## src/rtl/operand_packer_if.sv

```systemverilog
// operand_packer_if -- handshake bundle between a serial operand source,
// the operand packer and the downstream adder-tree consumer.
//   in_data/in_valid/in_last  : serial operand word stream into the packer
//   in_ready                  : packer can accept a word this cycle
//   out_operands/out_count    : packed vector and number of real lanes
//   out_valid/out_ready       : output vector handshake
// Modports: slave = packer side, master = source/consumer side.
interface operand_packer_if #(
  parameter int NUM_OPERANDS = 9,
  parameter int DATA_WIDTH   = 8
) ();
  localparam int CNT_W = $clog2(NUM_OPERANDS + 1);

  logic [DATA_WIDTH-1:0]                   in_data;
  logic                                    in_valid;
  logic                                    in_last;
  logic                                    in_ready;
  logic [NUM_OPERANDS-1:0][DATA_WIDTH-1:0] out_operands;
  logic [CNT_W-1:0]                        out_count;
  logic                                    out_valid;
  logic                                    out_ready;

  modport slave (
    input  in_data, in_valid, in_last, out_ready,
    output in_ready, out_operands, out_count, out_valid
  );

  modport master (
    output in_data, in_valid, in_last, out_ready,
    input  in_ready, out_operands, out_count, out_valid
  );
endinterface

```

## src/rtl/operand_packer.sv

```systemverilog
// operand_packer -- collects serial operand words into a parallel vector of
// NUM_OPERANDS lanes for an adder tree. A vector closes on its last lane or
// on a word flagged in_last; unused lanes are zero and out_count reports how
// many lanes are real.
//   clk    : clock, all state changes on its rising edge
//   rst_n  : synchronous active-low reset
//   bus    : operand_packer_if.slave (input word stream, output vector)
// A completed vector goes straight to the output register when the slot is
// free; otherwise it waits in the fill buffer (HOLD, in_ready=0) until the
// consumer takes the current output.
module operand_packer #(
  parameter int NUM_OPERANDS = 9,
  parameter int DATA_WIDTH   = 8
) (
  input  logic             clk,
  input  logic             rst_n,
  operand_packer_if.slave  bus
);
  localparam int CNT_W = $clog2(NUM_OPERANDS + 1);

  typedef logic [NUM_OPERANDS-1:0][DATA_WIDTH-1:0] vec_t;
  typedef enum logic {FILL = 1'b0, HOLD = 1'b1} state_t;

  state_t           state_reg, state_next;
  logic [CNT_W-1:0] lane_cnt_reg, lane_cnt_next;
  vec_t             fill_buf_reg, fill_buf_next;
  vec_t             out_ops_reg, out_ops_next;
  logic [CNT_W-1:0] out_cnt_reg, out_cnt_next;
  logic             out_valid_reg, out_valid_next;

  logic             accept;
  logic             completing;
  logic             out_taken;
  logic             slot_free;
  logic [CNT_W-1:0] cnt_plus1;
  vec_t             buf_merged;

  assign accept     = bus.in_valid && (state_reg == FILL);
  // in_last only matters on an accepted word, so it is qualified by accept.
  assign completing = accept &&
                      ((lane_cnt_reg == CNT_W'(NUM_OPERANDS - 1)) || bus.in_last);
  assign out_taken  = out_valid_reg && bus.out_ready;
  assign slot_free  = !out_valid_reg || bus.out_ready;
  assign cnt_plus1  = lane_cnt_reg + CNT_W'(1);

  // Fill buffer with the incoming word dropped into its lane. Lanes past the
  // last word stay zero because the buffer is cleared after every transfer.
  generate
    for (genvar gi = 0; gi < NUM_OPERANDS; gi++) begin : g_lane
      assign buf_merged[gi] = (accept && (lane_cnt_reg == CNT_W'(gi)))
                              ? bus.in_data : fill_buf_reg[gi];
    end
  endgenerate

  always_ff @(posedge clk) begin
    if (!rst_n) begin
      state_reg     <= FILL;
      lane_cnt_reg  <= '0;
      fill_buf_reg  <= '0;
      out_ops_reg   <= '0;
      out_cnt_reg   <= '0;
      out_valid_reg <= 1'b0;
    end else begin
      state_reg     <= state_next;
      lane_cnt_reg  <= lane_cnt_next;
      fill_buf_reg  <= fill_buf_next;
      out_ops_reg   <= out_ops_next;
      out_cnt_reg   <= out_cnt_next;
      out_valid_reg <= out_valid_next;
    end
  end

  always_comb begin
    state_next     = state_reg;
    lane_cnt_next  = lane_cnt_reg;
    fill_buf_next  = fill_buf_reg;
    out_ops_next   = out_ops_reg;
    out_cnt_next   = out_cnt_reg;
    out_valid_next = out_valid_reg;

    // Consumer took the current vector; reloaded below if another is ready.
    if (out_taken) begin
      out_valid_next = 1'b0;
    end

    case (state_reg)
      FILL: begin
        if (completing && slot_free) begin
          out_ops_next   = buf_merged;
          out_cnt_next   = cnt_plus1;
          out_valid_next = 1'b1;
          fill_buf_next  = '0;
          lane_cnt_next  = '0;
        end else if (completing) begin
          // Output slot busy: park the finished vector; lane_cnt keeps its size.
          fill_buf_next = buf_merged;
          lane_cnt_next = cnt_plus1;
          state_next    = HOLD;
        end else if (accept) begin
          fill_buf_next = buf_merged;
          lane_cnt_next = cnt_plus1;
        end
      end
      HOLD: begin
        if (out_taken) begin
          out_ops_next   = fill_buf_reg;
          out_cnt_next   = lane_cnt_reg;
          out_valid_next = 1'b1;
          fill_buf_next  = '0;
          lane_cnt_next  = '0;
          state_next     = FILL;
        end
      end
      default: state_next = FILL;
    endcase
  end

  assign bus.in_ready     = (state_reg == FILL);
  assign bus.out_operands = out_ops_reg;
  assign bus.out_count    = out_cnt_reg;
  assign bus.out_valid    = out_valid_reg;
endmodule

```

## src/flat_wrapper.sv

```systemverilog
// flat-port wrapper written by rule: the top's interface ports become plain ports
module operand_packer_flat 
#(
  parameter int NUM_OPERANDS = 9,
  parameter int DATA_WIDTH   = 8
)
  (clk, rst_n, bus_in_data, bus_in_valid, bus_in_last, bus_out_ready, bus_in_ready, bus_out_operands, bus_out_count, bus_out_valid);
  operand_packer_if #(.NUM_OPERANDS(NUM_OPERANDS), .DATA_WIDTH(DATA_WIDTH)) bus_i ();
  input  logic clk;
  input  logic rst_n;
  input wire logic [$bits(bus_i.in_data)-1:0] bus_in_data;
  input wire logic [$bits(bus_i.in_valid)-1:0] bus_in_valid;
  input wire logic [$bits(bus_i.in_last)-1:0] bus_in_last;
  input wire logic [$bits(bus_i.out_ready)-1:0] bus_out_ready;
  output wire logic [$bits(bus_i.in_ready)-1:0] bus_in_ready;
  output wire logic [$bits(bus_i.out_operands)-1:0] bus_out_operands;
  output wire logic [$bits(bus_i.out_count)-1:0] bus_out_count;
  output wire logic [$bits(bus_i.out_valid)-1:0] bus_out_valid;
  assign bus_i.in_data = bus_in_data;
  assign bus_i.in_valid = bus_in_valid;
  assign bus_i.in_last = bus_in_last;
  assign bus_i.out_ready = bus_out_ready;
  assign bus_in_ready = bus_i.in_ready;
  assign bus_out_operands = bus_i.out_operands;
  assign bus_out_count = bus_i.out_count;
  assign bus_out_valid = bus_i.out_valid;
  operand_packer #(.NUM_OPERANDS(NUM_OPERANDS), .DATA_WIDTH(DATA_WIDTH)) u_core (.clk(clk), .rst_n(rst_n), .bus(bus_i));
endmodule
```

## config.mk

```make
export PLATFORM = sky130hd
export DESIGN_NAME = operand_packer_flat
export DESIGN_NICKNAME = d
export VERILOG_FILES = /design/src/rtl/operand_packer_if.sv /design/src/rtl/operand_packer.sv /design/src/flat_wrapper.sv
export SDC_FILE = /design/constraint.sdc
export NUM_CORES = 1
export LEC_CHECK = 0
export BUFFER_PORTS_ARGS = -buffer_cell sky130_fd_sc_hd__buf_4
export CAP_MARGIN = 30
export CELL_PAD_IN_SITES_DETAIL_PLACEMENT = 0
export CELL_PAD_IN_SITES_GLOBAL_PLACEMENT = 2
export CORE_UTILIZATION = 34
export CTS_CLUSTER_SIZE = 14
export DETAILED_ROUTE_END_ITERATION = 8
export MAX_ROUTING_LAYER = met4
export PLACE_DENSITY_LB_ADDON = 0.1
export SLEW_MARGIN = 20
export SYNTH_ARGS = -nofsm -noshare
export SYNTH_HDL_FRONTEND = slang
export SYNTH_SLANG_ARGS = --single-unit
export TNS_END_PERCENT = 30
```

## constraint.sdc

```tcl
create_clock -name clk -period 2.45 [get_ports clk]
set_input_delay 0.1225 -clock clk [delete_from_list [all_inputs] [get_ports clk]]
set_output_delay 0.1225 -clock clk [all_outputs]
set_load 0.02 [all_outputs]
```

==> reports/metrics.yaml, run 1 <==
min_path:
  worst_hold_path_type: "input pin to register"
  destination_of_the_worst_hold_path: "u_core.fill_buf_reg[15]"
  hold-path-cell-count: 3
  holdCritStartpoint: "bus_in_valid"
yosys:
  yosys.cell_count.top_type: "sky130_fd_sc_hd__dfxtp_1"
  synth-async-reset-ratio_pct: 0
  synth_top_cell_area_share_pct: 50.8
  synth_common_cells: "sky130_fd_sc_hd__dfxtp_1, sky130_fd_sc_hd__nand2_1, sky130_fd_sc_hd__a31oi_1, sky130_fd_sc_hd__o21ai_0, sky130_fd_sc_hd__a22o_1"
  synth-edff-count: 0
  syn_area_per_cell_um2: 9.03
  synth_sequential_area_ratio_pct: 50.8
  post_synth_xor_area_fraction_pct: 0.433
  yosys_register_bits: 154
  yosys-top-cells-area: "sky130_fd_sc_hd__dfxtp_1, sky130_fd_sc_hd__nand2_1, sky130_fd_sc_hd__a22o_1, sky130_fd_sc_hd__a31oi_1, sky130_fd_sc_hd__o21ai_0"
  syn_inst: 672
  synth_warnings: 0
  synthSimpleGateAreaFrac_pct: 14.3
  syn_nets: 689
  synth_area_in_adders_pct: 0.825
  synth_compound_area_share_pct: 27.0
  synth.cell_area_mm2: 0.00607
  yosys-mux-area-fraction_pct: 1.81
  yosys.area.top_type: "sky130_fd_sc_hd__dfxtp_1"
  yosys_most_used_dff: "sky130_fd_sc_hd__dfxtp_1"
  synth_top_family_by_area: "compound AO/OA/AOI/OAI gates"
  synth_cell_type_count: 44
clock_tree:
  tritoncts: "yes"
  cts-buffers-inserted: 17
  clkSinkCount: 154
  path_clk_slew_ns: 0.06
  cts.repair_timing.setup_buffer_count: 0
  cts-root-buf: "sky130_fd_sc_hd__clkbuf_16"
  clk_path_buf_depth: 2
  clock_tree.htree_level_count: 4
  clock_latency_ns: 0.42
worst_setup_path:
  setup.worst_path.end_class: "register"
  path_cells: "inv_1 > ha_1 > and3b_1 > o21a_1 > o21a_4 > buf_12 > mux2i_1 > nor2b_1"
  critical-path-slowest-cell: "sky130_fd_sc_hd__dfxtp_1"
  startpoint: "u_core.lane_cnt_reg[1]"
  timing.critical_path.from_type: "register"
  crit_required_ns: 2.76
  slowest_delay_ns: 0.36
  crit_path_max_fanout: 45
  r2r-end: "u_core.bus.out_count[0]"
  timing.critical_path.max_delay_family: "compound AO/OA/AOI/OAI gates"
  timing.setup.critical_path_class: "register to register"
  worst_r2r_path_depth: 8
  rrSetupSlack_ns: 0.27
  cp_num_buf_inv: 2
  worst-endpoint-arrival_ns: 2.50
  cp_depth: 8
  timing.rr.start: "u_core.lane_cnt_reg[1]"
sta:
  timing.final.hold_violations: 0
  post-route-period-util_pct: 89.1
  worst_slew_margin_rel_pct: 55.7
  tightestPinTransition_ns: 0.659
  maximum_achievable_frequency_mhz: 458
  layout_min_cycle_time_ns: 2.18
  grt_setup_unrepaired: "false"
  max_transition_viols_final: 0
  final.setup_skew_ns: 0.00658
  setup_tns_ns: 0
  timing.final.setup_violations: 0
  whs_ns: 0.0407
power:
  peakVddDrop_uv: 475
  p_per_area_mw_per_mm2: 815
  p_leak_uw: 0.00290
route:
  dr_total_vias: 5258
  ant_nets: 0
  postRouteWirelength_um: 17600
  detail_route.first_pass.iterations: 5
  drc: 0
  post_drt_wl_per_cell_um: 17.8
  drt-initial-drc-count: 276
  detail_route.vias_per_cell: 5.32
floorplan:
  design.core.area_mm2: 0.0174
  chipHeight_um: 136
  fp.dieW_um: 136
  floorplan.rows: 48
  fp.dieArea_mm2: 0.0184
  num_io_pins: 91
  initial_utilization_pct: 35.0
global_route:
  groute.usage.overall_pct: 20.0
  grt_first_pass_wirelength_um: 27300
  largest_net_degree_at_the_start_of_global_routing: 46
  antenna_found_initial: 0
  grt_pass1_vias: 5002
  globalRouteOverflowTotal: 0
cells_and_area:
  antennaDiodeCount: 0
  filler_cell_count: 1739
  drive_gt1_share_pct: 20.3
  layout.nets: 770
  synthToLayoutAreaGrowth_pct: 25.5
job:
  drv.max_cap_violation_count: 0
placed_design:
  hpwl_after_detailed_placement_um: 11300
  placement.io_buffers: 90
  gp_congestion: 0.791
run_status:
  outcome: "finished, final reports clean"
## layout by cell type, fill, tap and decap left out, drive strengths merged, types with 11 or more instances in the layout
cell type,synthesis,routed
a21oi,11,11
a22o,57,57
a31oi,67,67
buf,30,115
clkbuf,25,22
dfxtp,154,154
mux2i,11,11
nand2,147,147
nor2,18,18
nor2b,11,11
o21ai,80,80
## worst max-delay path by stage
stage / to
after floorplan: u_core.bus.out_count[1]
after global placement: u_core.bus.out_operands[11]
after detailed placement: u_core.bus.out_operands[13]
after CTS: u_core.bus.out_operands[9]
after global routing: u_core.fill_buf_reg[68]
final: u_core.bus.out_count[0]
## what timing repair did
item,CTS,global route
endpoints found under the setup margin,0,14
endpoints found under the hold margin,1,0
hold buffers,1,0
gates resized for setup,0,1
## where the power goes
| group | switching (uW) | internal, uW |
|---|---|---|
| Sequential | 63.7 | 2620 |
| Combinational | 449 | 271 |
| Clock | 985 | 1820 |
## area by class of cell
| type | count | area (um2) | area share, % |
|---|---|---|---|
| Sequential cell | 154 | 3080 | 40.5 |
| Inverter | 5 | 18.8 | 0.247 |
| Tap cell | 225 | 282 | 3.70 |
| Timing Repair Buffer | 116 | 902 | 11.8 |
| Clock buffer | 22 | 454 | 5.97 |
| Multi-Input combinational cell | 459 | 2710 | 35.5 |
| Clock inverter | 8 | 169 | 2.22 |
## routing by layer
| layer | track usage, % | vias up | routed length [um] |
|---|---|---|---|
| li1 | - | 2591 | - |
| met2 | 31.1 | 95 | 8150 |
| met5 | - | - | 0 |
| met1 | 26.5 | 2555 | 8750 |
| met4 | 6.74 | 0 | 265 |
| met3 | 2.99 | 17 | 456 |
## per-stage QoR
stage / setup slack (ns) / instances / total power (uW) / instance area, um2 / utilization [%]
after floorplan: 0.543 / 672 / 3160 / 6070 / -
after global placement: 0.322 / 957 / 3440 / 6970 / 40.1
after detailed placement: 0.195 / 957 / 3450 / 6970 / 40.1
after global routing: 0.0494 / 989 / 6440 / 7610 / 43.9
final: 0.266 / 989 / 6210 / 7610 / 43.9
after CTS: 0.192 / 988 / 6260 / 7600 / 43.8
## worst min-delay path, delay by kind of cell
kind / cells / cell delay [ns]
AO/OA/AOI/OAI: 1 / 0.05
buffers and inverters: 1 / 0.16
AND/OR/NAND/NOR: 1 / 0.08
## kinds of logic (layout without fill, tap and decap cells)
kind of cell	after synthesis	after routing
compound gates	240	241
xor+xnor	3	3
fa+ha+maj	4	4
buf+inv	60	151
flops	154	154
mux	11	11
simple gates	200	200
Note: power is estimated with default switching activity, not from simulation.
==> inputs of run 2 (changes only) <==
- PLACE_DENSITY: default -> 0.78
- PLACE_DENSITY_LB_ADDON: 0.1 -> default
==> reports/metrics.yaml, run 2 (synthesis results as in run 1) <==
cells_and_area:
  post_layout_nonfiller_instances: 987
  antennaDiodeCount: 0
  layout.nets: 769
  synthToLayoutAreaGrowth_pct: 25.6
  most-common-layout-cells: "sky130_fd_sc_hd__dfxtp_1, sky130_fd_sc_hd__nand2_1, sky130_fd_sc_hd__buf_4, sky130_fd_sc_hd__a31oi_1, sky130_fd_sc_hd__o21ai_0"
  filler_cell_count: 1733
  drive_gt1_share_pct: 20.5
  mostFrequentLayoutCell: "sky130_fd_sc_hd__dfxtp_1"
sta:
  maximum_achievable_frequency_mhz: 456
  layout_min_cycle_time_ns: 2.20
  grt_setup_unrepaired: "false"
  tightestPinTransition_ns: 0.610
  timing.final.setup_violations: 0
  post-route-period-util_pct: 89.6
  timing.final.hold_violations: 0
  max_transition_viols_final: 0
  worst_slew_margin_rel_pct: 59.3
  setup_tns_ns: 0
  final.setup_skew_ns: 0.00514
global_route:
  groute.usage.overall_pct: 20.2
  antenna_found_initial: 0
  grt_pass1_vias: 5104
  grt_first_pass_wirelength_um: 27500
  globalRouteOverflowTotal: 0
  largest_net_degree_at_the_start_of_global_routing: 67
run_status:
  outcome: "finished, final reports clean"
floorplan:
  floorplan.rows: 48
  fp.dieArea_mm2: 0.0184
  initial_utilization_pct: 35.0
  num_io_pins: 91
  chipHeight_um: 136
  fp.dieW_um: 136
  design.core.area_mm2: 0.0174
placed_design:
  hpwl_after_detailed_placement_um: 11100
  placement.io_buffers: 90
  place_inst: 956
  gp_congestion: 0.823
worst_setup_path:
  timing.critical_path.from_type: "register"
  setup.worst_path.end_class: "register"
  slowest_delay_ns: 0.36
  worst-endpoint-arrival_ns: 2.54
  rrSetupSlack_ns: 0.25
  crit_required_ns: 2.80
  critical-path-slowest-cell: "sky130_fd_sc_hd__dfxtp_1"
  path_cells: "inv_1 > ha_1 > and3b_1 > o21a_1 > o21a_4 > buf_4 > o21ai_0 > a31oi_1"
  crit_path_max_fanout: 23
  timing.setup.critical_path_class: "register to register"
route:
  detail_route.first_pass.iterations: 5
  post_drt_wl_per_cell_um: 17.6
  postRouteWirelength_um: 17300
  drt-initial-drc-count: 252
  drc: 0
  detail_route.vias_per_cell: 5.29
  dr_total_vias: 5218
  ant_nets: 0
job:
  drv.max_cap_violation_count: 0
power:
  p_per_area_mw_per_mm2: 821
  p_leak_uw: 0.00291
  peakVddDrop_uv: 476
clock_tree:
  clkSinkCount: 154
  clock_latency_ns: 0.42
  tritoncts: "yes"
  path_clk_slew_ns: 0.06
  cts.repair_timing.setup_buffer_count: 0
  cts-buffers-inserted: 17
  clock_tree.htree_level_count: 4
  cts-root-buf: "sky130_fd_sc_hd__clkbuf_16"
  clk_path_buf_depth: 2
min_path:
  worst_hold_path_type: "input pin to register"
-- run 2: stage by stage --
step                total power [uW]  utilization, %  setup WS (ns)  cell area (um2)  hold slack [ns]
floorplan                       3160               -          0.543             6070            0.287
detailed placement              3450            40.1          0.224             6960            0.437
finish                          6250            43.9          0.255             7620           0.0392
CTS                             6320            43.8          0.212             7610           0.0205
global route                    6490            43.9         0.0129             7620           0.0577
global placement                3430            40.1          0.362             6960            0.434
-- run 2: worst max-delay path, delay by kind of cell, from the launching register on --
family	cells	cell delay [ns]
flops	1	0.36
fa+ha+maj	1	0.26
compound gates	4	0.85
simple gates	1	0.24
buf+inv	2	0.39
-- run 2: cell type report --
type	count	area (um2)	area share, %
clock buffers	21	470	6.18
clock inverters	8	168	2.20
inverters	5	18.8	0.246
multi-input cells	459	2710	35.5
flip-flops and latches	154	3080	40.5
well taps	225	282	3.70
repair buffers	115	891	11.7
-- run 2: repair_timing --
action / 4_1_cts / 5_1_grt
setup endpoints to repair: 0 / 2
gates resized for setup: 0 / 0
hold buffers: 1 / 0
hold endpoints to repair: 1 / 0
-- run 2: where the power goes --
group / switching, uW / internal, uW / leakage [uW] / total, uW
Sequential: 64.6 / 2620 / 0.00125 / 2680
Clock: 991 / 1870 / 0.000311 / 2860
Combinational: 444 / 269 / 0.00134 / 714
Total: 1500 / 4750 / 0.00291 / 6250
-- run 2: final timing paths --
kind / from / to / cells after the start
hold / removal: bus_in_valid / u_core.fill_buf_reg[15] / 3
setup / recovery: u_core.lane_cnt_reg[1] / u_core.bus.out_operands[57] / 8
setup reg to reg: u_core.lane_cnt_reg[1] / u_core.bus.out_operands[57] / 8
hold reg to reg: u_core.fill_buf_reg[39] / u_core.fill_buf_reg[39] / 1
-- run 2: per-layer routing --
metal | global-route usage (%) | part of all wire (%)
met1 | 26.0 | 48
met5 | - | 0
met2 | 32.2 | 47
met3 | 3.22 | 4.2
met4 | 6.68 | 1.2
